**src/rtl/openadc_capture_seq.sv**
```systemverilog
// Capture sequencer in the ADC sample-clock domain: pre-trigger, offset, decimated capture, multi-segment.
// Optional trigger pulse-width measurement is built when CAPTURE_TRIG_LEN_EN is defined.
module openadc_capture_seq #(
  parameter int pNUM_TRIG  = 4,
  parameter int pSAMPLES_W = 32,
  parameter int pPRESAMP_W = 15,
  parameter int pSEG_W     = 16
) (
  input  logic                  adc_sampleclk,
  input  logic                  reset,
  input  logic                  arm_i,
  input  logic [pNUM_TRIG-1:0]  trig_i,
  input  logic [pNUM_TRIG-1:0]  trig_mask,
  input  logic                  trigger_mode,
  input  logic                  trigger_now,
  input  logic [31:0]           trigger_offset,
  input  logic [pPRESAMP_W-1:0] presamples,
  input  logic [pSAMPLES_W-1:0] maxsamples,
  input  logic [12:0]           downsample,
  input  logic [pSEG_W-1:0]     num_segments,
  input  logic [19:0]           segment_cycles,
  input  logic                  segment_mode,
  input  logic                  fifo_full,
  output logic                  sample_we,
  output logic                  armed,
  output logic                  capturing,
  output logic                  done,
  output logic                  overflow,
  output logic [pSEG_W-1:0]     segment_count,
  output logic [31:0]           trigger_length
);

  typedef enum logic [2:0] {
    ST_IDLE      = 3'd0,
    ST_PRESAMP   = 3'd1,
    ST_WAIT_TRIG = 3'd2,
    ST_OFFSET    = 3'd3,
    ST_CAPTURE   = 3'd4,
    ST_SEG_WAIT  = 3'd5,
    ST_DONE      = 3'd6
  } state_t;

  localparam logic [31:0]           CNT32_MAX = 32'hFFFF_FFFF;
  localparam logic [pSAMPLES_W-1:0] SAMP_MAX  = {pSAMPLES_W{1'b1}};
  localparam logic [pSAMPLES_W-1:0] SAMP_ZERO = {pSAMPLES_W{1'b0}};
  localparam logic [pSAMPLES_W-1:0] SAMP_ONE  = {{(pSAMPLES_W-1){1'b0}}, 1'b1};
  localparam logic [pPRESAMP_W-1:0] PRE_MAX   = {pPRESAMP_W{1'b1}};
  localparam logic [pPRESAMP_W-1:0] PRE_ONE   = {{(pPRESAMP_W-1){1'b0}}, 1'b1};
  localparam logic [pSEG_W-1:0]     SEG_MAX   = {pSEG_W{1'b1}};
  localparam logic [pSEG_W-1:0]     SEG_ZERO  = {pSEG_W{1'b0}};
  localparam logic [pSEG_W-1:0]     SEG_ONE   = {{(pSEG_W-1){1'b0}}, 1'b1};

  state_t                  state_r, state_nxt_s;
  logic [pNUM_TRIG-1:0]    trig_s1_r, trig_s2_r;
  logic                    trig_hist_r, arm_hist_r;
  logic                    trig_lvl_s, trig_edge_s, trig_fire_s, arm_rise_s;
  logic [12:0]             dec_cnt_r;
  logic [pPRESAMP_W-1:0]   pre_cnt_r;
  logic [pSAMPLES_W-1:0]   post_cnt_r, post_tgt_s, presamp_ext_s;
  logic [31:0]             off_cnt_r, seg_tmr_r;
  logic [pSEG_W-1:0]       seg_cnt_r, nseg_s;
  logic                    we_slot_s, ovf_s, seg_end_s, cap_last_s, seg_last_s;
  logic                    off_elapsed_s, seg_elapsed_s;
  logic                    enter_pre_s, enter_cap_s, enter_off_s, write_state_s;
  logic                    armed_r, capturing_r, done_r, overflow_r;

  // Trigger pin synchroniser, level history and arm edge history
  always_ff @(posedge adc_sampleclk) begin
    if (reset) begin
      trig_s1_r   <= {pNUM_TRIG{1'b0}};
      trig_s2_r   <= {pNUM_TRIG{1'b0}};
      trig_hist_r <= 1'b0;
      arm_hist_r  <= 1'b0;
    end else begin
      trig_s1_r   <= trig_i;
      trig_s2_r   <= trig_s1_r;
      trig_hist_r <= trig_lvl_s;
      arm_hist_r  <= arm_i;
    end
  end

  assign trig_lvl_s  = |(trig_s2_r & trig_mask);
  assign trig_edge_s = trigger_mode ? (trig_lvl_s & ~trig_hist_r) : (~trig_lvl_s & trig_hist_r);
  assign trig_fire_s = trig_edge_s | trigger_now;
  assign arm_rise_s  = arm_i & ~arm_hist_r;

  assign presamp_ext_s = pSAMPLES_W'(presamples);
  assign post_tgt_s    = (maxsamples > presamp_ext_s) ? (maxsamples - presamp_ext_s) : SAMP_ZERO;
  assign nseg_s        = (num_segments == SEG_ZERO) ? SEG_ONE : num_segments;
  assign off_elapsed_s = ({1'b0, off_cnt_r} + 33'd1) >= {1'b0, trigger_offset};
  assign seg_elapsed_s = ({1'b0, seg_tmr_r} + 33'd1) >= {13'd0, segment_cycles};

  assign write_state_s = (state_r == ST_PRESAMP) || (state_r == ST_WAIT_TRIG) || (state_r == ST_CAPTURE);
  assign we_slot_s = (dec_cnt_r == 13'd0) &&
                     ((state_r == ST_PRESAMP) || (state_r == ST_WAIT_TRIG) ||
                      ((state_r == ST_CAPTURE) && (post_cnt_r < post_tgt_s)));
  // Write strobe is qualified by the current FIFO status so a full FIFO never sees a write
  assign sample_we  = we_slot_s & ~fifo_full;
  assign ovf_s      = we_slot_s & fifo_full;
  assign cap_last_s = (post_cnt_r >= post_tgt_s) || (sample_we && (post_cnt_r >= post_tgt_s - SAMP_ONE));
  assign seg_last_s = seg_cnt_r >= nseg_s - SEG_ONE;

  // Sequencer next-state decode
  always_comb begin
    state_nxt_s = state_r;
    seg_end_s   = 1'b0;
    if (!arm_i && (state_r != ST_DONE)) begin
      state_nxt_s = ST_IDLE;
    end else if (ovf_s) begin
      state_nxt_s = ST_DONE;
    end else begin
      case (state_r)
        ST_IDLE: begin
          if (arm_rise_s) state_nxt_s = ST_PRESAMP;
          else            state_nxt_s = ST_IDLE;
        end
        ST_PRESAMP: begin
          if (pre_cnt_r >= presamples) state_nxt_s = ST_WAIT_TRIG;
          else                         state_nxt_s = ST_PRESAMP;
        end
        ST_WAIT_TRIG: begin
          if (!trig_fire_s)                 state_nxt_s = ST_WAIT_TRIG;
          else if (trigger_offset == 32'd0) state_nxt_s = ST_CAPTURE;
          else                              state_nxt_s = ST_OFFSET;
        end
        ST_OFFSET: begin
          if (off_elapsed_s) state_nxt_s = ST_CAPTURE;
          else               state_nxt_s = ST_OFFSET;
        end
        ST_CAPTURE: begin
          if (cap_last_s) begin
            seg_end_s = 1'b1;
            if (seg_last_s)         state_nxt_s = ST_DONE;
            else if (!segment_mode) state_nxt_s = ST_WAIT_TRIG;
            else if (seg_elapsed_s) state_nxt_s = ST_CAPTURE;
            else                    state_nxt_s = ST_SEG_WAIT;
          end else begin
            state_nxt_s = ST_CAPTURE;
          end
        end
        ST_SEG_WAIT: begin
          if (seg_elapsed_s) state_nxt_s = ST_CAPTURE;
          else               state_nxt_s = ST_SEG_WAIT;
        end
        ST_DONE: begin
          if (!arm_i) state_nxt_s = ST_IDLE;
          else        state_nxt_s = ST_DONE;
        end
        default: state_nxt_s = ST_IDLE;
      endcase
    end
  end

  assign enter_pre_s = (state_nxt_s == ST_PRESAMP) && (state_r != ST_PRESAMP);
  assign enter_off_s = (state_nxt_s == ST_OFFSET) && (state_r != ST_OFFSET);
  assign enter_cap_s = (state_nxt_s == ST_CAPTURE) && ((state_r != ST_CAPTURE) || seg_end_s);

  // State register, saturating counters and registered status outputs
  always_ff @(posedge adc_sampleclk) begin
    if (reset) begin
      state_r     <= ST_IDLE;
      dec_cnt_r   <= 13'd0;
      pre_cnt_r   <= {pPRESAMP_W{1'b0}};
      post_cnt_r  <= SAMP_ZERO;
      off_cnt_r   <= 32'd0;
      seg_tmr_r   <= 32'd0;
      seg_cnt_r   <= SEG_ZERO;
      armed_r     <= 1'b0;
      capturing_r <= 1'b0;
      done_r      <= 1'b0;
      overflow_r  <= 1'b0;
    end else begin
      state_r <= state_nxt_s;
      if (enter_pre_s || enter_cap_s)  dec_cnt_r <= 13'd0;
      else if (write_state_s)          dec_cnt_r <= (dec_cnt_r >= downsample) ? 13'd0 : dec_cnt_r + 13'd1;
      else                             dec_cnt_r <= dec_cnt_r;
      if (enter_pre_s)                                                        pre_cnt_r <= {pPRESAMP_W{1'b0}};
      else if ((state_r == ST_PRESAMP) && sample_we && (pre_cnt_r != PRE_MAX)) pre_cnt_r <= pre_cnt_r + PRE_ONE;
      else                                                                    pre_cnt_r <= pre_cnt_r;
      if (enter_cap_s)                                                          post_cnt_r <= SAMP_ZERO;
      else if ((state_r == ST_CAPTURE) && sample_we && (post_cnt_r != SAMP_MAX)) post_cnt_r <= post_cnt_r + SAMP_ONE;
      else                                                                      post_cnt_r <= post_cnt_r;
      if (enter_off_s)                                            off_cnt_r <= 32'd0;
      else if ((state_r == ST_OFFSET) && (off_cnt_r != CNT32_MAX)) off_cnt_r <= off_cnt_r + 32'd1;
      else                                                        off_cnt_r <= off_cnt_r;
      // Segment spacing is measured from the first capture clock of the previous segment
      if (enter_cap_s)                   seg_tmr_r <= 32'd0;
      else if (seg_tmr_r != CNT32_MAX)   seg_tmr_r <= seg_tmr_r + 32'd1;
      else                               seg_tmr_r <= seg_tmr_r;
      if (enter_pre_s)                             seg_cnt_r <= SEG_ZERO;
      else if (seg_end_s && (seg_cnt_r != SEG_MAX)) seg_cnt_r <= seg_cnt_r + SEG_ONE;
      else                                         seg_cnt_r <= seg_cnt_r;
      if (enter_pre_s)                   done_r <= 1'b0;
      else if (state_nxt_s == ST_DONE)   done_r <= 1'b1;
      else                               done_r <= done_r;
      if (enter_pre_s)  overflow_r <= 1'b0;
      else if (ovf_s)   overflow_r <= 1'b1;
      else              overflow_r <= overflow_r;
      armed_r     <= (state_nxt_s == ST_PRESAMP) || (state_nxt_s == ST_WAIT_TRIG);
      capturing_r <= (state_nxt_s == ST_OFFSET) || (state_nxt_s == ST_CAPTURE) ||
                     (state_nxt_s == ST_SEG_WAIT);
    end
  end

  assign armed         = armed_r;
  assign capturing     = capturing_r;
  assign done          = done_r;
  assign overflow      = overflow_r;
  assign segment_count = seg_cnt_r;

`ifdef CAPTURE_TRIG_LEN_EN
  logic        trig_act_s, trig_act_hist_s;
  logic [31:0] trig_len_cnt_r, trig_len_r;

  assign trig_act_s      = trigger_mode ? trig_lvl_s  : ~trig_lvl_s;
  assign trig_act_hist_s = trigger_mode ? trig_hist_r : ~trig_hist_r;

  // Active-time counter of the masked trigger; length latched when the pulse ends
  always_ff @(posedge adc_sampleclk) begin
    if (reset) begin
      trig_len_cnt_r <= 32'd0;
      trig_len_r     <= 32'd0;
    end else begin
      if (trig_act_s && !trig_act_hist_s)          trig_len_cnt_r <= 32'd1;
      else if (trig_act_s && (trig_len_cnt_r != CNT32_MAX)) trig_len_cnt_r <= trig_len_cnt_r + 32'd1;
      else                                         trig_len_cnt_r <= trig_len_cnt_r;
      if (!trig_act_s && trig_act_hist_s) trig_len_r <= trig_len_cnt_r;
      else                                trig_len_r <= trig_len_r;
    end
  end

  assign trigger_length = trig_len_r;
`else
  assign trigger_length = 32'h0;
`endif

endmodule
```
**config.mk**
```make
export PLATFORM = sky130hd
export DESIGN_NAME = openadc_capture_seq
export DESIGN_NICKNAME = d
export VERILOG_FILES = /design/src/rtl/openadc_capture_seq.sv
export SDC_FILE = /design/constraint.sdc
export NUM_CORES = 1
export LEC_CHECK = 0
export ABC_AREA = 0
export ABC_CLOCK_PERIOD_IN_PS = 20600
export CAP_MARGIN = 20
export CELL_PAD_IN_SITES_DETAIL_PLACEMENT = 0
export CELL_PAD_IN_SITES_GLOBAL_PLACEMENT = 2
export CORE_MARGIN = 4
export CORE_UTILIZATION = 40
export CTS_CLUSTER_SIZE = 8
export DETAILED_ROUTE_END_ITERATION = 12
export DONT_BUFFER_PORTS = 1
export GPL_TIMING_DRIVEN = 0
export PLACE_DENSITY = 0.93
export SLEW_MARGIN = 20
export SYNTH_ARGS = -nofsm -noshare
export SYNTH_HDL_FRONTEND = slang
export SYNTH_SLANG_ARGS = --single-unit
```
**constraint.sdc**
```tcl
create_clock -name adc_sampleclk -period 20.6 [get_ports adc_sampleclk]
set_input_delay 3.09 -clock adc_sampleclk [delete_from_list [all_inputs] [get_ports adc_sampleclk]]
set_output_delay 3.09 -clock adc_sampleclk [all_outputs]
set_load 0.05 [all_outputs]
```
==> results.json <==
{
  "p_comb_share_pct": 19.2,
  "cts_max_path_buffers": 2,
  "fin_skew_ns": 0.01323,
  "route.detailed.wl_per_inst_um": 16.69,
  "synth_seq_cells": 157,
  "worst_pin_slew_ns": 1.046,
  "clock_sinks": 157,
  "std_cell_rows": 69,
  "cts_inserted_buffers": 17,
  "fin_area_um2": 15920,
  "critPathKind": "primary input to output port",
  "grt_max_degree": 17,
  "grt_pass1_vias": 12360,
  "die-area_um2": 39630,
  "via_per_inst": 5.445,
  "tns_ns": 0,
  "cts.reportedPaths.clkPinSlew_ns": 0.07,
  "synthTopCellsByArea": "dfxtp_1 22%, ha_1 16%, xnor2_1 8.3%",
  "antennaDiodeCount": 0,
  "crit_top_cell": "clkbuf_1",
  "cpMaxStageDelayCell": "clkbuf_1",
  "critPathBufInv": 6,
  "num-nets-final": 2239,
  "rr_startpoint": "off_cnt_r[8]$_SDFFE_PP0P_",
  "rsz0062_at_grt": "false",
  "p_total_mw": 0.7951,
  "hold_path_class": "flop to flop",
  "seq_area_um2": 3143,
  "ys_seq_area_share_pct": 21.52,
  "syn_area_per_cell_um2": 7.847,
  "grt_first_pass_wirelength_mm": 63.26,
  "synth_cell_types": 79,
  "drv_slew": 0,
  "portBuffers": 0,
  "start_util_pct": 40.76,
  "holdPathStages": 1,
  "placed_area_um2": 15300,
  "antenna_found_initial": 0,
  "arrival_ns": 8.86,
  "start_kind": "primary input",
  "synthCells": 1861,
  "critPathCaptureType": "output port",
  "yosysMostFrequentCell": "ha_1",
  "layout-drive-gt1-share_pct": 7.796,
  "rr_worst_depth": 23,
  "p_switching_mw": 0.2478,
  "min_to": "trig_s2_r[1]$_SDFF_PP0_",
  "ys.flop_type": "dfxtp_1",
  "switching_share_pct": 31.16,
  "r2r-end": "post_cnt_r[26]$_SDFFE_PP0P_",
  "wl_mm": 39.80,
  "relSlewSlack_pct": 29.99,
  "postSynth.asyncResetShare_pct": 0,
  "initialDrtViolationCount": 609,
  "cts_hold_buf": 0,
  "max_cap_viol_count": 0,
  "worstSetupStartpoint": "presamples[5]",
  "drtAntennaViolNets": 0,
  "fmax_ghz": 0.08366,
  "leakage_nw": 6.767,
  "clk_latency_ns": 0.45,
  "synth_top_area_share_pct": 21.52,
  "period_share_pct": 58.03,
  "seqPwrFrac_pct": 38.7,
  "cts_setup_buffers": 0,
  "yosysWarnings": 0,
  "vias": 12990,
  "worst-r2r-setup-slack_ns": 15.06,
  "gr-total-overflow": 0,
  "io_pins": 196,
  "fp.dieW_um": 199.1,
  "h-tree-depth": 4,
  "fin_crit_ns": 11.95,
  "hold_violations": 0,
  "ctsResizeCount": 0,
  "hp-start": "trig_s1_r[1]$_SDFF_PP0_",
  "path_cells": "inv_1 -> ha_1 -> clkbuf_1 -> and3_1 -> a221oi_1 -> o221ai_1 -> a21oi_1 -> o21ai_1 -> clkbuf_1 -> clkbuf_1 -> buf_2 -> nand2_1 -> ha_1 -> a21oi_1 -> o21ai_0 -> a221o_1 -> o31a_1 -> o21ai_1 -> nand3b_1 -> inv_1",
  "drc": 0,
  "synth_edf_count": 0,
  "synth_area_um2": 14600,
  "power_frac_clock_pct": 42.2,
  "crit_required_ns": 17.51,
  "critPathMaxFanout": 10,
  "routabilityCongestion": 0.8557,
  "fillCellCount": 3649,
  "slowest_delay_ns": 0.48,
  "synth_top_area_cell": "dfxtp_1",
  "p_int_mw": 0.5474,
  "vdd_drop_max_mv": 0.06060,
  "critPathTopFamily": "compound AO/OA/AOI/OAI gates",
  "cts-root-buf": "clkbuf_16",
  "setup_viol": 0,
  "dp_hpwl_mm": 32.41,
  "core-area_um2": 35830,
  "status": "complete, no violations",
  "track_usage_pct": 19.52,
  "ys_top_cells_by_count": "184 x ha_1, 173 x nor2_1, 157 x dfxtp_1",
  "multi_input_area_um2": 10600,
  "p_per_area_nw_per_um2": 49.95,
  "die_h_um": 199.1,
  "drtPass1Iterations": 5,
  "area_delta_synth_final_pct": 9.004,
  "cts_tree": "built"
}
-- per-layer routing --
layer / routed length, um / track usage, %
met5: 0 / 0
met4: 350 / 3.749
met3: 1842 / 3.929
met2: 18590 / 32.50
met1: 19010 / 26.49
-- worst register-to-register path, cell delays in order, from the launching register on --
cell	delay, ns
dfxtp_1	0.44
nand4_1	0.14
or3_1	0.47
nor2_1	0.21
and3_1	0.24
and2_1	0.14
clkbuf_1	0.28
and3_1	0.32
nand3_1	0.20
nor2_1	0.18
xor2_1	0.08
ha_1	0.30
nand4_1	0.16
nor4_1	0.36
a41oi_1	0.16
o21ai_0	0.12
a211oi_1	0.11
nand2_1	0.18
a21boi_1	0.09
a211o_1	0.39
nor4_4	0.34
buf_6	0.25
buf_6	0.20
nor3_2	0.06
-- logic make-up (layout without fill, tap and decap cells) --
family          after synthesis  after routing  synth area share (%)
mux                          12             12                0.8311
flops                       157            157                 21.52
fa+ha+maj                   185            185                 15.90
simple gates                771            771                 28.51
other cells                   1             32               0.02568
buf+inv                     219            251                 6.777
xor+xnor                    214            214                 12.83
compound gates              302            302                 13.60
-- state kept, by name, indices dropped and copies added (netlist names) --
signal / flops
arm_hist_r: 1
armed: 1
capturing: 1
dec_cnt_r: 13
done: 1
off_cnt_r: 32
overflow: 1
post_cnt_r: 32
pre_cnt_r: 15
seg_tmr_r: 32
segment_count: 16
state_r: 3
trig_hist_r: 1
trig_s1_r: 4
trig_s2_r: 4
-- power by group through the flow --
stage / sequential, mW / clock, mW / combinational [mW]
global route: 0.308 / 0.355 / 0.172
finish: 0.307 / 0.335 / 0.152
CTS: 0.308 / 0.344 / 0.152
global placement: 0.314 / 0 / 0.149
detailed placement: 0.315 / 0 / 0.151
floorplan: 0.314 / 0 / 0.120
-- cells in the final DEF (no fill, tap or decap), drive strengths merged, types with 7 or more instances in the layout --
| cell type | netlist | layout |
|---|---|---|
| a211oi | 27 | 27 |
| a21o | 26 | 26 |
| a21oi | 91 | 91 |
| a22oi | 7 | 7 |
| a31o | 7 | 7 |
| a31oi | 9 | 9 |
| and2 | 8 | 8 |
| and3 | 33 | 33 |
| and4 | 18 | 18 |
| buf | 49 | 49 |
| clkbuf | 43 | 61 |
| conb | 1 | 32 |
| dfxtp | 157 | 157 |
| ha | 184 | 184 |
| inv | 127 | 136 |
| mux2i | 11 | 11 |
| nand2 | 155 | 155 |
| nand2b | 22 | 22 |
| nand3 | 73 | 73 |
| nand4 | 60 | 60 |
| nor2 | 173 | 173 |
| nor2b | 25 | 25 |
| nor3 | 112 | 112 |
| nor3b | 7 | 7 |
| nor4 | 41 | 41 |
| o211ai | 7 | 7 |
| o21a | 11 | 11 |
| o21ai | 54 | 54 |
| or2 | 9 | 9 |
| or3 | 17 | 17 |
| or4 | 7 | 7 |
| xnor2 | 139 | 139 |
| xor2 | 75 | 75 |
-- cell type report --
class                   instances  area share [%]
well taps                     461           3.623
flip-flops and latches        157           19.74
plain buffers                  92           3.223
clock inverters                14           1.069
multi-input cells            1516           66.59
inverters                     127           2.995
clock buffers                  18           2.759
-- stage by stage --
step / instances / util [%] / hold slack (ns) / worst slack [ns]
after floorplan: 1892 / - / 0.4138 / 10.02
after global placement: 2353 / 42.70 / 0.4163 / 8.655
after detailed placement: 2353 / 42.71 / 0.4286 / 8.648
after CTS: 2385 / 44.41 / 0.4465 / 8.636
after global routing: 2385 / 44.43 / 0.4550 / 8.138
final: 2385 / 44.43 / 0.4440 / 8.647
-- worst max-delay path by stage --
| stage | end | slack, ns | cells past startpoint |
|---|---|---|---|
| after floorplan | sample_we | 10.02 | 21 |
| after global placement | sample_we | 8.66 | 20 |
| after detailed placement | sample_we | 8.65 | 20 |
| after CTS | sample_we | 8.64 | 20 |
| after global routing | sample_we | 8.14 | 20 |
| final | sample_we | 8.65 | 20 |
Power figures use the tool's default switching activity.
